--- src/rtl/vend_sequencer.sv ---
// Vending sequencer: accumulates coin credit, grants one slot round-robin,
// supervises the dispenser with a timeout and returns the remaining credit as change.
module vend_sequencer #(
  parameter int DISP_TIMEOUT = 16,
  parameter int MAX_CREDIT   = 250
) (
  input  logic       clk,
  input  logic       reset,
  input  logic       coin_valid,
  input  logic [7:0] coin_value,
  input  logic [3:0] sel_req,
  input  logic       cancel,
  input  logic [3:0] stock_empty,
  input  logic       cfg_we,
  input  logic [1:0] cfg_addr,
  input  logic [7:0] cfg_price,
  input  logic       disp_done,
  output logic       disp_go,
  output logic [1:0] disp_sel,
  output logic       change_valid,
  output logic [7:0] change_amt,
  output logic [7:0] credit,
  output logic       busy,
  output logic       coin_reject,
  output logic       soldout,
  output logic       fault
);
  localparam int NUM_SLOTS = 4;
  localparam int TW        = $clog2(DISP_TIMEOUT + 1);

  typedef enum logic [1:0] {IDLE, DISPENSE, CHANGE} state_t;

  state_t                    state, state_n;
  logic [NUM_SLOTS-1:0][7:0] price, price_n;
  logic [7:0]                price_lat, price_lat_n;
  logic [7:0]                credit_n, change_amt_n;
  logic [1:0]                rr, rr_n, disp_sel_n;
  logic [TW-1:0]             timer, timer_n;
  logic                      disp_go_n, change_valid_n, coin_reject_n, soldout_n, fault_n;
  logic [NUM_SLOTS-1:0]      elig;
  logic                      grant;
  logic [1:0]                gnt_idx;
  logic [8:0]                coin_sum;

  // Eligibility looks at the credit register, so a same-cycle coin never funds a grant.
  for (genvar i = 0; i < NUM_SLOTS; i++) begin : g_slot
    assign elig[i] = sel_req[i] & ~stock_empty[i] & (price[i] <= credit);
  end

  assign coin_sum = {1'b0, credit} + {1'b0, coin_value};

  always_comb begin
    grant   = 1'b0;
    gnt_idx = rr;
    for (int k = 0; k < NUM_SLOTS; k++) begin
      if (!grant && elig[rr + 2'(k)]) begin
        grant   = 1'b1;
        gnt_idx = rr + 2'(k);
      end
    end
  end

  always_comb begin
    state_n        = state;
    price_n        = price;
    price_lat_n    = price_lat;
    credit_n       = credit;
    rr_n           = rr;
    disp_sel_n     = disp_sel;
    timer_n        = timer;
    disp_go_n      = 1'b0;
    change_valid_n = 1'b0;
    change_amt_n   = '0;
    coin_reject_n  = 1'b0;
    soldout_n      = 1'b0;
    fault_n        = 1'b0;
    case (state)
      IDLE: begin
        if (cfg_we) price_n[cfg_addr] = cfg_price;
        soldout_n = |(sel_req & stock_empty);
        if (coin_valid) begin
          if (coin_sum <= 9'(MAX_CREDIT)) credit_n = coin_sum[7:0];
          else coin_reject_n = 1'b1;
        end
        if (grant) begin
          state_n     = DISPENSE;
          disp_go_n   = 1'b1;
          disp_sel_n  = gnt_idx;
          price_lat_n = price[gnt_idx];
          rr_n        = gnt_idx + 2'd1;
          timer_n     = '0;
        end else if (cancel && credit != 8'd0) begin
          state_n = CHANGE;
        end
      end
      DISPENSE: begin
        coin_reject_n = coin_valid;
        if (disp_done) begin
          credit_n = credit - price_lat;
          state_n  = CHANGE;
        end else if (timer == TW'(DISP_TIMEOUT - 1)) begin
          fault_n = 1'b1;
          state_n = CHANGE;
        end else begin
          timer_n = timer + 1'b1;
        end
      end
      CHANGE: begin
        coin_reject_n = coin_valid;
        if (credit != 8'd0) begin
          change_valid_n = 1'b1;
          change_amt_n   = credit;
        end
        credit_n = '0;
        state_n  = IDLE;
      end
      default: state_n = IDLE;
    endcase
  end

  always_ff @(posedge clk or posedge reset) begin
    if (reset) begin
      state        <= IDLE;
      price        <= {8'd100, 8'd75, 8'd50, 8'd25};
      price_lat    <= '0;
      credit       <= '0;
      rr           <= '0;
      timer        <= '0;
      disp_sel     <= '0;
      disp_go      <= 1'b0;
      change_valid <= 1'b0;
      change_amt   <= '0;
      coin_reject  <= 1'b0;
      soldout      <= 1'b0;
      fault        <= 1'b0;
      busy         <= 1'b0;
    end else begin
      state        <= state_n;
      price        <= price_n;
      price_lat    <= price_lat_n;
      credit       <= credit_n;
      rr           <= rr_n;
      timer        <= timer_n;
      disp_sel     <= disp_sel_n;
      disp_go      <= disp_go_n;
      change_valid <= change_valid_n;
      change_amt   <= change_amt_n;
      coin_reject  <= coin_reject_n;
      soldout      <= soldout_n;
      fault        <= fault_n;
      busy         <= (state_n != IDLE);
    end
  end

endmodule

--- config.mk ---
export PLATFORM = sky130hd
export DESIGN_NAME = vend_sequencer
export DESIGN_NICKNAME = d
export VERILOG_FILES = /design/src/rtl/vend_sequencer.sv
export SDC_FILE = /design/constraint.sdc
export NUM_CORES = 1
export LEC_CHECK = 0
export CAP_MARGIN = 20
export CORE_ASPECT_RATIO = 0.9
export CORE_MARGIN = 5
export CORE_UTILIZATION = 45
export CTS_CLUSTER_DIAMETER = 150
export DETAILED_ROUTE_END_ITERATION = 10
export PLACE_DENSITY = 0.7
export SKIP_LAST_GASP = 1
export SYNTH_ARGS = -nofsm -noshare
export SYNTH_HDL_FRONTEND = slang
export SYNTH_SLANG_ARGS = --single-unit
--- constraint.sdc ---
create_clock -name clk -period 3.6 [get_ports clk]
set_input_delay 0.72 -clock clk [delete_from_list [all_inputs] [get_ports clk]]
set_output_delay 0.72 -clock clk [all_outputs]
set_load 0.03 [all_outputs]
[After elaboration in Yosys (flattened, before gate mapping)]
Index checks and enable logic that the tools add are counted.
Cells by class
  $add $sub $neg: 7
  $lt $le $gt $ge: 12
  equal/unequal tests: 9
  mux-type cells: 46
  bitwise gates (word level): 13
  reduce and logical (&&, ||, !) cells: 19
Operators by type and width (number)
  8-bit two-way mux: 7
  32-bit bitwise mux: 1
  8-bit <= comparator: 4
  8-bit case mux with 3 select lines: 1
  2-bit by 3-bit less-than comparator with 1-bit output, second input constant: 6
  1-bit two-way mux: 18
  8-bit binary-select mux with 2-bit select: 1
  8-bit demux with 2-bit select: 1
  5-bit two-way mux: 3
  2-bit two-way mux: 7
  2-bit != test, second input constant: 6
  5-bit case mux with 2 select lines: 1
  8-bit by 8-bit adder with 9-bit output: 1
  9-bit by 8-bit <= comparator with 1-bit output, second input constant: 1
  1-bit bitwise AND: 8
  1-bit binary-select mux with 2-bit select: 4
  4-bit AND reduction: 2
  8-bit nonzero test: 1
  8-bit subtractor: 1
  5-bit by 1-bit adder with 5-bit output, second input constant: 1
  5-bit by 4-bit equality test with 1-bit output, second input constant: 1
  1-bit logical AND: 5
  2-bit by 1-bit adder with 2-bit output, second input constant: 2
  2-bit adder, second input constant: 2
  14 further kinds: 21
Storage, ports and cells
  register bits: 73
  input bits: 32
  output and inout bits: 24
  word-level logic and storage cells: 123

[Logic depth before layout (Yosys ltp)]
Gate-level depths: netlist of the first run.
  depth in word-level cells: 18
  mapped depth: 13
  depth with buffers taken out: 12

[Least setup slack after synthesis of the first run]
Ideal clock, no wire load.
  path kind: input -> register
  from: in coin_value[0]
  to: reg credit[0]
  library setup time: 0.125 ns
  arrival time: 3.129 ns
  required time: 3.475 ns
  slack: 0.346 ns
  stages: 10
  cells stage by stage: ha_1 > fa_1 > a21o_1 > a21oi_1 > o21bai_1 > a21oi_1 > xor2_1 > nor4_1 > a211oi_2 > mux2_2
Between the ends
  cells in the longest elaborated chain, start to end: 4
  elaborated cells on any way between the ends: 7
  those cells by class: add/sub: 1; order compare: 1; eq/ne: 1; mux: 3; reduce/logical: 1
Ends and longest elaborated chain
  start, declared: line 10  | input logic [7:0] coin_value,
  8-bit by 8-bit adder with 9-bit output (*): line 50  | assign coin_sum = {1'b0, credit} + {1'b0, coin_value};
  9-bit by 8-bit <= comparator with 1-bit output or 8-bit two-way mux (tied branches): line 82  | if (coin_sum <= 9'(MAX_CREDIT)) credit_n = coin_sum[7:0];
  2-bit != test (no line) or 8-bit two-way mux (tied branches)
  4-bit AND reduction (no line) or 8-bit case mux with 3 select lines (tied branches)
  end signal, assigned: line 141  | credit <= credit_n;
  end, declared: line 22  | output logic [7:0] credit,
Mark *: on every way between the ends. The rest lies on a longest branch, timed or not. The select of a mux whose other input is x is not followed.
A chain may end at the register's enable or synchronous reset.

[Final worst setup path of the first run]
Same ends and word-level chain as after synthesis.

==> reports/qor_table.md, run 1 <==
| Quantity | Reported | Unit |
|---|---|---|
| Outcome | finished, final reports clean | - |
| Synth Register Bits | 73 | - |
| Share of total power in sequential cells | 24.3 | % |
| Cell total after placement | 667 | - |
| Normalized max-slew margin | 36.3 | % |
| Post-synthesis sequential area ratio | 38.1 | % |
| Core Region | 10700 | um^2 |
| Yosys synthesis warning count | 0 | - |
| Required time of the critical path | 3820 | ps |
| Clock slew at the register clock pins of the worst setup and hold paths | 60 | ps |
| Maximum level of the CTS H-tree | 3 | - |
| Placed cell areas | 5620 | um^2 |
| Most used flip-flop cell after synthesis | dfrtp_1 | - |
| Number of enable-type register cells in the synthesized netlist | 0 | - |
| Maximum number of pins on one net before global-route repair | 74 | - |
| Total inserted antenna cells | 0 | - |
| Total Die Area | 12900 | um^2 |
| Setup slack, reg-to-reg | 470 | ps |
| Wire length of the first global-routing pass | 19800 | um |
| Final standard cell area without fillers | 5950 | um^2 |
| Worst clock skew on the final layout | 8.19 | ps |
| Detailed placer's ending HPWL | 9120 | um |
| Final-report hold violation count | 0 | - |
| Die Y-Extent | 108 | um |
| Post-Syn Area | 4840 | um^2 |
| Int Pwr | 3.57 | mW |
| Initial detailed-routing violation count | 264 | - |
| Count of distinct cell types in the synthesized netlist | 54 | - |
| Area added between synthesis and finish | 22.8 | % |
| Starting Density | 45.4 | % |
| FP Rows | 36 | - |
| Final setup viols | 0 | - |
| P_leak | 2.65 | nW |
| Number of antenna violations at the first check in global routing | 0 | - |
| Remaining Overflow, GRT | 0 | - |
| Vias | 3876 | - |
| Proportion of synthesized flip-flops having asynchronous set or reset | 100 | % |
| Routed vias/inst | 5.67 | - |
| Insertion delay of the later-clocked pin in the worst-skew pair | 340 | ps |
| Largest fanout on the critical path | 8 | - |
| Share of power burned in the clock network | 15.6 | % |
| Critical path class | in -> reg | - |
| Combinational share of power | 60.2 | % |
| Hold-critical path depth | 2 | - |
| Syn_nets | 562 | - |
| Routed length per placed instance | 17.6 | um |
| Clock tree root buffer cell | clkbuf_16 | - |
| I/O Pins | 56 | - |
| Max Freq | 298 | MHz |
| Critical Path Source Type | input pin | - |
| Final standard cell count with taps included and fillers excluded | 683 | - |
| Maximum ir drop on the vdd rail | 0.000498 | V |
| Post-cts resize count | 0 | - |
| Max-cap check violation count | 0 | - |
| Synth Instances | 475 | - |
| Switching Fraction | 44.3 | % |
| Final antenna-violating net count | 0 | - |
| Minimum clock period after layout | 3360 | ps |
| Power density normalized to cell area | 1080 | nW/um^2 |
| Worst setup EP type | flip-flop | - |
| Number of buffers on the longest clock path | 2 | - |
| Hold buffer count at cts | 0 | - |
| Logic depth of the worst register-to-register path | 9 | - |
| Clock tree from TritonCTS | done | - |
| Final cycle utilization of the critical path | 93.2 | % |
| Final slew viol count | 0 | - |
| Number of global-route vias before repair | 3939 | - |
| P_sw | 2.83 | mW |
| Total wirelength of the detailed-routed design | 12000 | um |
| Layout cell share with drive strength beyond 1 | 17.5 | % |
| Horizontal die dimension | 119 | um |
| Routability congestion estimate from global placement | 0.834 | - |
| Post-route DRC violation count | 0 | - |
| Setup repair after global routing missed its margin | no | - |
| Overall Global Routing Usage | 19.1 | % |
| Number of buffer cells added on primary ports | 55 | - |
| Pre-Repair DR Iteration Count | 4 | - |
| Classification of the worst-slack hold path | reg -> reg | - |
| Syn avg cell area | 10.2 | um^2 |
| Transition time at the pin with the least slew margin | 955 | ps |
| Data arrival time of the worst path | 3580 | ps |
| Number of clock buffers inserted by TritonCTS | 9 | - |
| Buffers inserted by post-CTS timing repair | 0 | - |
| Number of nets in the layout | 632 | - |
| Clock Sinks | 73 | - |
per-stage QoR:
stage / utilization (%) / setup slack (ps) / hold WS, ps / power [mW] / setup TNS (ps)
finish: 55.7 / 243 / 482 / 6.40 / 0
global route: 55.7 / 36.3 / 508 / 6.90 / 0
CTS: 55.7 / 277 / 486 / 6.41 / 0
detailed placement: 52.6 / -51.1 / 473 / 5.38 / -240
global placement: 52.6 / 23.3 / 466 / 5.21 / 0
floorplan: - / 346 / 449 / 4.26 / 0
layout by cell type, fill, tap and decap left out, types with 2 or more instances in the layout:
master and n:
bufinv_16 2, dfrtp_1 60, nor2_1 18, clkdlybuf4s50_1 55, o31ai_1 9, nand4_1 11
or2_2 2, nand2b_1 4, nor3_1 2, nor3b_1 2, or3_1 2, fa_1 2
o31a_1 2, ha_1 53, o22ai_1 3, nand3_1 3, inv_1 49, o21ai_1 3
o211ai_1 5, o21a_1 4, a22o_1 3, o21ai_0 18, a31oi_1 3, mux2_2 40
a211oi_1 37, nand2_1 24, nor2b_1 8, and2_1 12, xor2_1 3, xnor2_1 9
clkbuf_16 9, mux2i_1 3, o21bai_1 2, buf_4 18, a21o_1 7, dfstp_2 13
o221ai_2 2, a21oi_1 22, nor4_1 3, a22oi_1 2
synth_stat cells (all sizes together) (3+ instances only):
cell	number	area share, %
dfrtp	60	31
a21oi	22	2.3
xnor2	9	1.6
nor2b	8	1.0
xor2	3	0.54
nor4	3	0.39
o21ai	21	2.2
clkbuf	9	0.70
nand4	11	1.4
o21a	4	0.62
o22ai	4	0.65
dfstp	13	7.1
a31oi	3	0.39
ha	53	14
o211ai	5	0.78
inv	50	3.9
nand3	3	0.31
o31ai	10	1.7
nand2b	4	0.52
a211oi	38	6.0
a22o	3	0.54
nor2	18	1.4
mux2	40	9.3
nand2	24	1.9
mux2i	3	0.62
o221ai	3	0.80
buf	5	0.90
a21o	7	1.1
and2	12	1.6
per-layer routing:
| metal | up-vias | wire, um | GRT usage (%) |
|---|---|---|---|
| met5 | - | 0 | 0 |
| met4 | 0 | 176 | 5.72 |
| met3 | 17 | 683 | 4.34 |
| met2 | 113 | 5710 | 32.1 |
| met1 | 1867 | 5420 | 24.8 |
| li1 | 1879 | - | - |
registers in the layout, summed over array words and instances, names as in the netlist:
name / count
state: 2
price_lat: 8
coin_reject: 1
timer: 5
rr: 2
price: 32
fault: 1
change_amt: 8
soldout: 1
busy: 1
credit: 8
change_valid: 1
disp_sel: 2
disp_go: 1
worst max-delay path, stage by stage:
cell and delay (ps):
clkdlybuf4s50_1 400, ha_1 230, fa_1 410, a21o_1 200, a21oi_1 240, o21bai_1 90
a21oi_1 190, xor2_1 210, nor4_1 100, a211oi_2 220, buf_4 200, mux2_2 350
power groups by stage:
stage	combinational, mW	sequential, mW	clock (mW)
2_1_floorplan	2.60	1.66	0
3_3_place_gp	3.66	1.55	0
3_5_place_dp	3.81	1.57	0
4_1_cts	3.84	1.55	1.01
5_1_grt	4.25	1.60	1.05
6_report	3.85	1.55	0.996
layout make-up:
type	count	area, um^2
fill	935	4730
multi-input combinational	338	2730
sequential	73	1840
timing repair buffer	73	686
clock buffer	10	239
inverter	50	188
tap	133	166
clock inverter	6	90.1
logic make-up (layout without fill, tap and decap cells):
group / after synthesis / in the layout / share of synthesized area, %
mux: 43 / 43 / 9.92
flops: 73 / 73 / 38.1
buf+inv: 64 / 139 / 5.48
simple gates: 96 / 96 / 10.5
fa+ha+maj: 55 / 55 / 14.5
xor+xnor: 12 / 12 / 2.17
compound gates: 132 / 132 / 19.4
final timing paths:
check / startpoint / to
max in group asynchronous: reset / price_lat[3]
setup reg to reg: credit[6] / price_lat[2]
setup / recovery: coin_value[0] / credit[0]
min in group asynchronous: reset / change_amt[0]
hold / removal: price_lat[3] / price_lat[3]
hold reg to reg: price_lat[3] / price_lat[3]
Power figures use the tool's default switching activity.
==> inputs of run 2 (changes only) <==
Settings changed: CORE_UTILIZATION 45 to 30, PLACE_DENSITY 0.7 to 0.52.
==> run 2 against run 1 <==
Net effect:
- core utilization decreased by 18 points
- routed wire length increased by 4.8%
- flip-flop and latch count unchanged
- critical path depth unchanged
- clock power decreased by 14%
- worst setup slack improved by 42 ps
- cell count increased by 11%
- fmax increased by 1.3%
- design area increased by 1.1%
- first-iteration DRC count decreased by 4.2%
- hold slack got worse by 4.6 ps
- critical endpoint unchanged
==> reports/qor_table.md, run 2 (synthesis results as in run 1) <==
| Quantity | Reported | Unit | Change |
|---|---|---|---|
| Outcome | finished, final reports clean | - |  |
| Routability congestion estimate from global placement | 0.858 | - | +2.8% |
| Cell total after placement | 742 | - | +11% |
| Number of nets in the layout | 633 | - | +0.16% |
| Number of buffers on the longest clock path | 2 | - | unchanged |
| Final standard cell area without fillers | 6010 | um^2 | +1.1% |
| Max Freq | 302 | MHz | +1.3% |
| Clock slew at the register clock pins of the worst setup and hold paths | 60 | ps | about the same |
| Vias | 3798 | - | -2.0% |
| Clock tree from TritonCTS | done | - |  |
| Critical path class | in -> reg | - |  |
| Final antenna-violating net count | 0 | - | unchanged |
| Initial detailed-routing violation count | 253 | - | -4.2% |
| Number of global-route vias before repair | 3982 | - | +1.1% |
| Placed cell areas | 5730 | um^2 | +2.0% |
| Clock Sinks | 73 | - | unchanged |
| Number of buffer cells added on primary ports | 55 | - | unchanged |
| Worst reg2reg path startpoint | credit[0] | - |  |
| P_leak | 2.64 | nW | -0.45% |
| Max-cap check violation count | 0 | - | unchanged |
| Routed vias/inst | 5.01 | - | -12% |
| Worst setup margin | 286 | ps | +42.1 ps |
| Final-report hold violation count | 0 | - | unchanged |
| Final slew viol count | 0 | - | unchanged |
| Normalized max-slew margin | 46.8 | % | +10 points |
| Final standard cell count with taps included and fillers excluded | 758 | - | +11% |
| Most used cells in the layout excluding fill and tap cells | 60 x dfrtp_1, 55 x clkdlybuf4s50_1, 53 x ha_1 | - |  |
| Maximum level of the CTS H-tree | 3 | - | unchanged |
| Routed length per placed instance | 16.6 | um | -5.6% |
| Starting Density | 30.3 | % | -15 points |
| Maximum number of pins on one net before global-route repair | 43 | - | -42% |
| Area added between synthesis and finish | 24.2 | % |  |
| Post-route DRC violation count | 0 | - | unchanged |
| Maximum ir drop on the vdd rail | 0.000414 | V | -17% |
| Wire length of the first global-routing pass | 20600 | um | +4.1% |
| Setup slack, reg-to-reg | 450 | ps | -20 ps |
| Horizontal die dimension | 144 | um | +21% |
| Hold_sp | price_lat[3] | - |  |
| Buffers inserted by post-CTS timing repair | 0 | - | unchanged |
| Post-cts resize count | 0 | - | unchanged |
| Minimum clock period after layout | 3310 | ps | -42.1 ps |
| Core Region | 16000 | um^2 | +50% |
| Critical Path Source Type | input pin | - |  |
| Data arrival time of the worst path | 3530 | ps | -50 ps |
| Most common cell after layout, fill and taps aside | dfrtp_1 | - |  |
| Layout cell share with drive strength beyond 1 | 17.6 | % | +0.15 points |
| Remaining Overflow, GRT | 0 | - | unchanged |
| Number of clock buffers inserted by TritonCTS | 9 | - | unchanged |
| Transition time at the pin with the least slew margin | 793 | ps | -162 ps |
| Detailed placer's ending HPWL | 9980 | um | +9.4% |
| Worst stage delay on the critical path | 410 | ps | about the same |
| Number of antenna violations at the first check in global routing | 0 | - | unchanged |
| Cell with the largest stage delay on the worst path | clkdlybuf4s50_1 | - |  |
| Classification of the worst-slack hold path | reg -> reg | - |  |
| Max reg flops | 32 | - | unchanged |
| Critical Path, Cell by Cell | clkdlybuf4s50_1 -> ha_1 -> fa_1 -> a21o_1 -> a21oi_1 -> o21bai_1 -> a21oi_1 -> xor2_1 -> nor4_1 -> a211oi_2 -> buf_4 -> mux2_2 | - |  |
| Hold buffer count at cts | 0 | - | unchanged |
| Largest register by flop count | price | - |  |
| Worst clock skew on the final layout | 6.69 | ps | -1.50 ps |
| Worst reg2reg path endpoint | credit[0] | - |  |
| Layout Utilization | 37.7 | % | -18 points |
| Final cycle utilization of the critical path | 92.1 | % | -1.2 points |
| CP most frequent cell | a21oi_1 | - |  |
| Overall Global Routing Usage | 14.0 | % | -5.1 points |
| Setup repair after global routing missed its margin | no | - |  |
| Logic depth of the worst register-to-register path | 11 | - | +2 |
| Total Die Area | 18800 | um^2 | +45% |
| Pre-Repair DR Iteration Count | 4 | - | unchanged |
| Minimum hold slack | 478 | ps | -4.64 ps |
| Final setup viols | 0 | - | unchanged |
| Clock tree root buffer cell | clkbuf_16 | - |  |
| Hold-critical path depth | 2 | - | unchanged |
| Required time of the critical path | 3820 | ps | about the same |
| Power density normalized to cell area | 1040 | nW/um^2 | -3.4% |
| Post-placement worst setup slack | -94.3 | ps | -43.2 ps |
| Worst Hold End | price_lat[3] | - |  |
| Largest fanout on the critical path | 8 | - | unchanged |
| Total wirelength of the detailed-routed design | 12600 | um | +4.8% |
| Insertion delay of the later-clocked pin in the worst-skew pair | 340 | ps | about the same |
| Worst setup EP type | flip-flop | - |  |
| Total inserted antenna cells | 0 | - | unchanged |
| I/O Pins | 56 | - | unchanged |
| FP Rows | 44 | - | +22% |
| Die Y-Extent | 131 | um | +20% |
run 2: worst max-delay path: cells and delay by family:
kind | cells | cell delay, ps
compound gates | 5 | 900
xor+xnor | 1 | 230
fa+ha+maj | 2 | 620
buf+inv | 2 | 610
mux | 1 | 340
simple gates | 1 | 100
run 2: worst max path at each step:
stage                  startpoint         to  slack, ps  cells after the start
floorplan           coin_value[0]  credit[0]        350                     10
global placement    coin_value[0]  credit[0]         20                     12
detailed placement  coin_value[0]  credit[0]        -90                     12
CTS                 coin_value[0]  credit[3]        260                     12
global route        coin_value[0]  credit[4]        100                     12
finish              coin_value[0]  credit[0]        290                     12
run 2: final cells by class:
class,count,area [um^2]
well taps,207,259
clock inverters,5,30.0
fillers,1603,9950
repair buffers,74,706
flip-flops and latches,73,1840
inverters,50,188
clock buffers,11,253
multi-input cells,338,2730
run 2: report_power, final:
group	switching (mW)	total [mW]	internal (mW)	leakage, nW
combinational	2.14	3.84	1.70	1.61
clock	0.354	0.855	0.500	0.137
sequential	0.314	1.56	1.24	0.894
run 2: routing by layer:
metal / wire, um / part of all wire (%) / track usage, % / vias to the layer above
met2: 5660 / 45 / 22.5 / 80
li1: - / - / - / 1880
met5: 0 / 0 / 0 / -
met3: 673 / 5.4 / 2.98 / 14
met4: 137 / 1.1 / 3.60 / 0
met1: 6090 / 48 / 19.2 / 1824
run 2: through the flow:
stage / TNS [ps] / power, mW
floorplan: 0 / 4.26
global placement: 0 / 5.30
detailed placement: -537 / 5.44
CTS: 0 / 6.31
global route: 0 / 6.83
finish: 0 / 6.26
